===== src/rtl/dds_reg_writer.sv =====
// SPI register writer/reader for a DDS: instruction byte, 1..8 payload bytes, then io_update.
// Optional readback path is enabled by defining DDS_READBACK_EN.
module dds_reg_writer #(
    parameter int GAP_CYCLES  = 2,
    parameter int IOUP_CYCLES = 4,
    parameter int TIMEOUT     = 255
) (
    input  logic        clk,
    input  logic        rst,
    input  logic        wr_req,
    input  logic        wr_rd,
    input  logic [4:0]  wr_addr,
    input  logic [3:0]  wr_len,
    input  logic [63:0] wr_data,
    output logic        busy,
    output logic        done,
    output logic        err,
    output logic [63:0] rd_data,
    output logic        io_update,
    output logic        spi_start,
    output logic [7:0]  spi_in,
    input  logic [7:0]  spi_out,
    input  logic        spi_cs
);

    localparam int CNT_MAX = (TIMEOUT > GAP_CYCLES)
                           ? ((TIMEOUT > IOUP_CYCLES) ? TIMEOUT : IOUP_CYCLES)
                           : ((GAP_CYCLES > IOUP_CYCLES) ? GAP_CYCLES : IOUP_CYCLES);
    localparam int CW = $clog2(CNT_MAX + 1);

    typedef enum logic [2:0] {
        S_IDLE,
        S_START,
        S_WAIT_LOW,
        S_WAIT_HIGH,
        S_GAP,
        S_IOUP,
        S_FIN
    } state_t;

    state_t      r_state;
    state_t      w_next;
    logic [CW-1:0] r_cnt;
    logic [3:0]  r_len;
    logic [3:0]  r_idx;
    logic        r_rd;
    logic        r_err;
    logic        r_rej;
    logic [7:0]  r_spi_in;
    logic [63:0] r_shift;

    logic        w_len_ok;
    logic        w_req_ok;
    logic        w_accept;
    logic        w_reject;
    logic        w_byte_done;
    logic        w_last;
    logic        w_tmo;
    logic        w_tmo_hit;

    assign w_len_ok = (wr_len != 4'd0) && (wr_len <= 4'd8);
`ifdef DDS_READBACK_EN
    assign w_req_ok = w_len_ok;
`else
    assign w_req_ok = w_len_ok && !wr_rd;
`endif
    assign w_accept    = (r_state == S_IDLE) && wr_req && w_req_ok;
    assign w_reject    = (r_state == S_IDLE) && wr_req && !w_req_ok;
    assign w_byte_done = (r_state == S_WAIT_HIGH) && spi_cs;
    assign w_last      = (r_idx == r_len);
    assign w_tmo       = (r_cnt == CW'(TIMEOUT - 1));
    assign w_tmo_hit   = w_tmo && (((r_state == S_WAIT_LOW) && spi_cs) ||
                                   ((r_state == S_WAIT_HIGH) && !spi_cs));

    always_ff @(posedge clk) begin
        if (!rst) begin
            r_state <= S_IDLE;
        end else begin
            r_state <= w_next;
        end
    end

    always_comb begin
        w_next = r_state;
        unique case (r_state)
            S_IDLE:      if (w_accept) w_next = S_START;
            S_START:     w_next = S_WAIT_LOW;
            S_WAIT_LOW: begin
                if (!spi_cs)    w_next = S_WAIT_HIGH;
                else if (w_tmo) w_next = S_FIN;
            end
            S_WAIT_HIGH: begin
                if (spi_cs) begin
                    if (w_last)               w_next = r_rd ? S_FIN : S_IOUP;
                    else if (GAP_CYCLES == 0) w_next = S_START;
                    else                      w_next = S_GAP;
                end else if (w_tmo) begin
                    w_next = S_FIN;
                end
            end
            S_GAP:       if (r_cnt == CW'(GAP_CYCLES - 1))  w_next = S_START;
            S_IOUP:      if (r_cnt == CW'(IOUP_CYCLES - 1)) w_next = S_FIN;
            S_FIN:       w_next = S_IDLE;
            default:     w_next = S_IDLE;
        endcase
    end

    // busy falls in the same cycle done rises; a rejected request never raises busy
    always_comb begin
        busy      = (r_state != S_IDLE) && (r_state != S_FIN);
        done      = (r_state == S_FIN) || r_rej;
        err       = ((r_state == S_FIN) && r_err) || r_rej;
        spi_start = (r_state == S_START);
        io_update = (r_state == S_IOUP);
    end

    // One counter serves gap, io_update width and the per-edge timeout; it restarts on every state change
    always_ff @(posedge clk) begin
        if (!rst || (w_next != r_state)) begin
            r_cnt <= '0;
        end else if ((r_state == S_WAIT_LOW) || (r_state == S_WAIT_HIGH) ||
                     (r_state == S_GAP) || (r_state == S_IOUP)) begin
            r_cnt <= r_cnt + CW'(1);
        end
    end

    always_ff @(posedge clk) begin
        if (!rst) begin
            r_rej    <= 1'b0;
            r_err    <= 1'b0;
            r_rd     <= 1'b0;
            r_len    <= 4'd0;
            r_idx    <= 4'd0;
            r_spi_in <= 8'd0;
        end else begin
            r_rej <= w_reject;
            if (w_accept) begin
                r_err    <= 1'b0;
                r_rd     <= wr_rd;
                r_len    <= wr_len;
                r_idx    <= 4'd0;
                r_spi_in <= {wr_rd, 2'b00, wr_addr};
            end
            if (w_tmo_hit) begin
                r_err <= 1'b1;
            end
            if (w_byte_done && !w_last) begin
                r_idx    <= r_idx + 4'd1;
                r_spi_in <= r_shift[63:56];
            end
        end
    end

    // Payload is left-aligned on accept so the next byte to send is always the top byte
    always_ff @(posedge clk) begin
        if (w_accept) begin
            r_shift <= wr_data << {(4'd8 - wr_len), 3'b000};
        end else if (w_byte_done && !w_last) begin
            r_shift <= {r_shift[55:0], 8'h00};
        end
    end

    assign spi_in = r_spi_in;

`ifdef DDS_READBACK_EN
    logic [63:0] r_rd_data;

    always_ff @(posedge clk) begin
        if (!rst) begin
            r_rd_data <= '0;
        end else if (w_accept && wr_rd) begin
            r_rd_data <= '0;
        end else if (w_byte_done && r_rd && (r_idx != 4'd0)) begin
            r_rd_data <= {r_rd_data[55:0], spi_out};
        end
    end

    assign rd_data = r_rd_data;
`else
    logic [7:0] w_unused_spi_out;

    assign w_unused_spi_out = spi_out;
    assign rd_data          = '0;
`endif

endmodule


===== config.mk =====
export PLATFORM = sky130hd
export DESIGN_NAME = dds_reg_writer
export DESIGN_NICKNAME = d
export VERILOG_FILES = /design/src/rtl/dds_reg_writer.sv
export SDC_FILE = /design/constraint.sdc
export NUM_CORES = 1
export LEC_CHECK = 0
export BUFFER_PORTS_ARGS = -buffer_cell sky130_fd_sc_hd__buf_2
export CAP_MARGIN = 20
export CORE_AREA = 2 2 138 140
export DETAILED_ROUTE_END_ITERATION = 8
export DIE_AREA = 0 0 140 142
export GPL_TIMING_DRIVEN = 1
export PLACE_DENSITY_LB_ADDON = 0.2
export REMOVE_ABC_BUFFERS = 1
export SLEW_MARGIN = 10
export SYNTH_ARGS = -nofsm -noshare
export SYNTH_HDL_FRONTEND = slang
export SYNTH_SLANG_ARGS = --single-unit

===== constraint.sdc =====
create_clock -name clk -period 6.3 [get_ports clk]
set_input_delay 1.575 -clock clk [delete_from_list [all_inputs] [get_ports clk]]
set_output_delay 1.575 -clock clk [all_outputs]
set_load 0.1 [all_outputs]

==> results.yml <==
status:
  status: "complete, but fails checks"
  violations: "DRC"
timing:
  layout_min_cycle_time_ps: 4410
  tns_ps: 0
  drv_slew: 0
  finClkSkew_ps: 6.73
  maxSlewHeadroom_pct: 27.0
  worst_slack_ps: 1890
  hold_viol_final: 0
  setup_violations: 0
  timing.fmax_ghz: 0.227
  rsz0062_at_grt: "false"
  worst_pin_slew_ps: 1090
  finalCritPeriodShare_pct: 70.0
critical_path:
  cpMostUsedCell: "buf_4"
  end_kind: "register"
  slowest_delay_ps: 730
  cp_top_family: "buffers and inverters"
  critPathMaxFanout: 42
  worstPathCellList: "buf_4, inv_1, buf_4, ha_2, nor2b_2, mux2i_2, o21ai_4, buf_4, mux2_2, nor2_1"
  arrival_ps: 4630
  startpoint_type: "input pin"
  path_depth: 10
  cp.required_ps: 6510
  crit_path_top_delay_cell: "o21ai_4"
  path_buf_inv: 4
  reg2reg_depth: 5
  worst-setup-path-type: "input pin to register"
clock_tree:
  cts_buffer_depth: 2
  clkTransAtPathRegs_ps: 70
  clock-sinks: 94
  insertion_delay_ps: 350
  cts_buffers: 9
  hold_buffers: 0
  h-tree-depth: 3
  postCtsSetupRepairBufs: 0
  ctsResizeCount: 0
  cts_tree: "built"
  root_buffer: "clkbuf_16"
logic_synthesis:
  synthTopCellsByArea: "edfxtp_1 (30%), dfxtp_1 (9.4%), mux4_2 (8.5%)"
  yosysWarnings: 0
  ys.flop_type: "edfxtp_1"
  synth_top_area_share_pct: 30.2
  netlist_area_um2: 6360
  yosys.area.top_type: "edfxtp_1"
  ys_ff_latch: 94
  synthCells: 636
  synth_edf_count: 64
  synth_cell_types: 60
  avgSynthCellArea_um2: 10.0
  synthArstFlopShare_pct: 0
  yosysSeqAreaShare_pct: 39.7
drt:
  drt_iter0_drc: 398
  routed_wl_um: 16400
  drc: 10
  vias: 4918
  wire_per_inst_um: 17.4
  dr.pass1.iters: 6
  ant_nets: 0
  vias_per_cell: 5.23
pwr:
  power.share.combinational_pct: 27.8
  pwr-share-clk_pct: 32.0
  p_sw_mw: 0.612
  pwr-share-seq_pct: 40.2
  power_mw: 1.73
  p_int_mw: 1.12
  ir_worst_vdd_mv: 0.165
  p_leak_nw: 2.80
  p_sw_share_pct: 35.4
  power_density_nw_per_um2: 246
layout:
  drive_above_1_share_pct: 22.8
  syn_to_final_growth_pct: 10.5
  nets: 793
  antennaDiodeCount: 0
placement:
  place_hpwl_um: 11100
  port_buffers: 90
  globalplace.congestion: 0.817
  place_ws_ps: 1500
floorplan:
  rows: 50
  fp.dieArea_um2: 19900
  start_util_pct: 34.5
  core_um2: 18500
  die_x_um: 140
  ios: 163
  die_y_um: 142
grt:
  gr-total-overflow: 0
  track_usage_pct: 16.2
  antenna_found_initial: 0
  grt_max_degree: 45
  grt_pass1_wl_um: 25000
  grt_pass1_vias: 4639
worst_hold_path:
  hold_path.class: "register to register"
  hold_depth: 2
job:
  cap_violations: 0
## power groups by stage
stage / Combinational, mW / Sequential, mW / Clock [mW]
2_1_floorplan: 0.359 / 0.718 / 0
3_3_place_gp: 0.472 / 0.707 / 0
3_5_place_dp: 0.477 / 0.708 / 0
4_1_cts: 0.479 / 0.694 / 0.570
5_1_grt: 0.508 / 0.696 / 0.587
6_report: 0.479 / 0.694 / 0.553
## per-stage QoR
| step | hold WS (ps) | std cells | util, % | instance area [µm²] |
|---|---|---|---|---|
| finish | 468 | 941 | 38.1 | 7030 |
| detailed placement | 455 | 925 | 36.5 | 6730 |
| global route | 489 | 941 | 38.1 | 7030 |
| floorplan | 435 | 593 | - | 5900 |
| CTS | 469 | 941 | 38.1 | 7030 |
| global placement | 448 | 925 | 36.5 | 6730 |
## cell usage after synthesis, drive strengths merged (2+ instances only)
library cell and number:
buf 95, nand2 65, edfxtp 64, o21ai 51
mux2i 46, nor2 45, nor3 35, dfxtp 30
mux4 24, a21oi 21, nor2b 18, a211oi 11
clkbuf 11, xnor2 10, a31oi 9, and3 9
a22o 8, a2bb2oi 8, nand3 8, xor2 8
inv 7, mux2 6, nand4 6, ha 5
nand2b 4, o21a 4, a32o 3, o22ai 3
a311oi 2, a41o 2, a41oi 2, nor4 2
## sequential cells by signal, summed over array words and instances, names as in the netlist
signal	count
spi_in	8
r_state	3
r_shift	64
r_len	4
r_idx	4
r_cnt	8
r_rd	1
r_rej	1
r_err	1
## kinds of logic (layout without fill, tap and decap cells)
logic type                 count (synthesis)  count (layout)  synth area share (%)
other                                      1              64                0.0590
AOI/OAI and AO/OA                        130             130                  13.2
and+or+nand+nor                          198             198                  15.1
xor gates and xnor gates                  18              18                  2.72
DFF                                       94              94                  39.7
muxes                                     76              76                  16.9
buffers and inverters                    113             121                  11.3
adders and majority gates                  6               6                  1.14
## per-layer routing
metal / global-route usage [%] / vias to the layer above / part of all wire, %
met5: 0 / - / 0
met4: 5.26 / 0 / 1.4
met3: 3.16 / 18 / 4.9
met2: 26.8 / 160 / 49
met1: 21.5 / 2394 / 45
li1: - / 2346 / -
## worst paths after layout
check                               end  slack, ps                  start
setup / recovery  r_idx[0]$_SDFFE_PN0P_       1890              wr_len[0]
hold / removal        r_rd$_SDFFE_PN0P_        470      r_rd$_SDFFE_PN0P_
setup reg to reg  r_shift[46]$_DFFE_PP_       3360  r_state[0]$_SDFF_PN0_
hold reg to reg       r_rd$_SDFFE_PN0P_        470      r_rd$_SDFFE_PN0P_
## cell type report
| class | count | area [µm²] |
|---|---|---|
| Sequential cell | 94 | 2520 |
| Tap cell | 234 | 293 |
| Clock buffer | 9 | 225 |
| Inverter | 7 | 26.3 |
| Clock inverter | 7 | 72.6 |
| Multi-Input combinational cell | 492 | 3370 |
| Timing Repair Buffer | 98 | 513 |
| Fill cell | 1857 | 11400 |
## worst register-to-register path: stages (launching register included)
cell and delay (ps):
dfxtp_1 440, inv_1 250, nand3_2 300, nand2b_2 650
nor2_1 880, nor3_1 140
## cell usage in the layout, fill, tap and decap left out, drive strengths merged, types with 3 or more instances in the layout
cell	synthesis	layout
nor3	35	35
a31oi	9	9
a22o	8	8
a32o	3	3
o21ai	51	51
dfxtp	30	30
mux2i	46	46
o21a	4	4
clkbuf	11	9
xnor2	10	10
mux4	24	24
conb	1	64
nand2b	4	4
a21oi	21	21
edfxtp	64	64
nand2	65	65
a211oi	11	11
a2bb2oi	8	8
nor2	45	45
buf	95	98
nand3	8	8
o22ai	3	3
nor2b	18	18
ha	5	5
nand4	6	6
inv	7	8
clkinv	0	3
and3	9	9
xor2	8	8
mux2	6	6
Power figures use the tool's default switching activity.
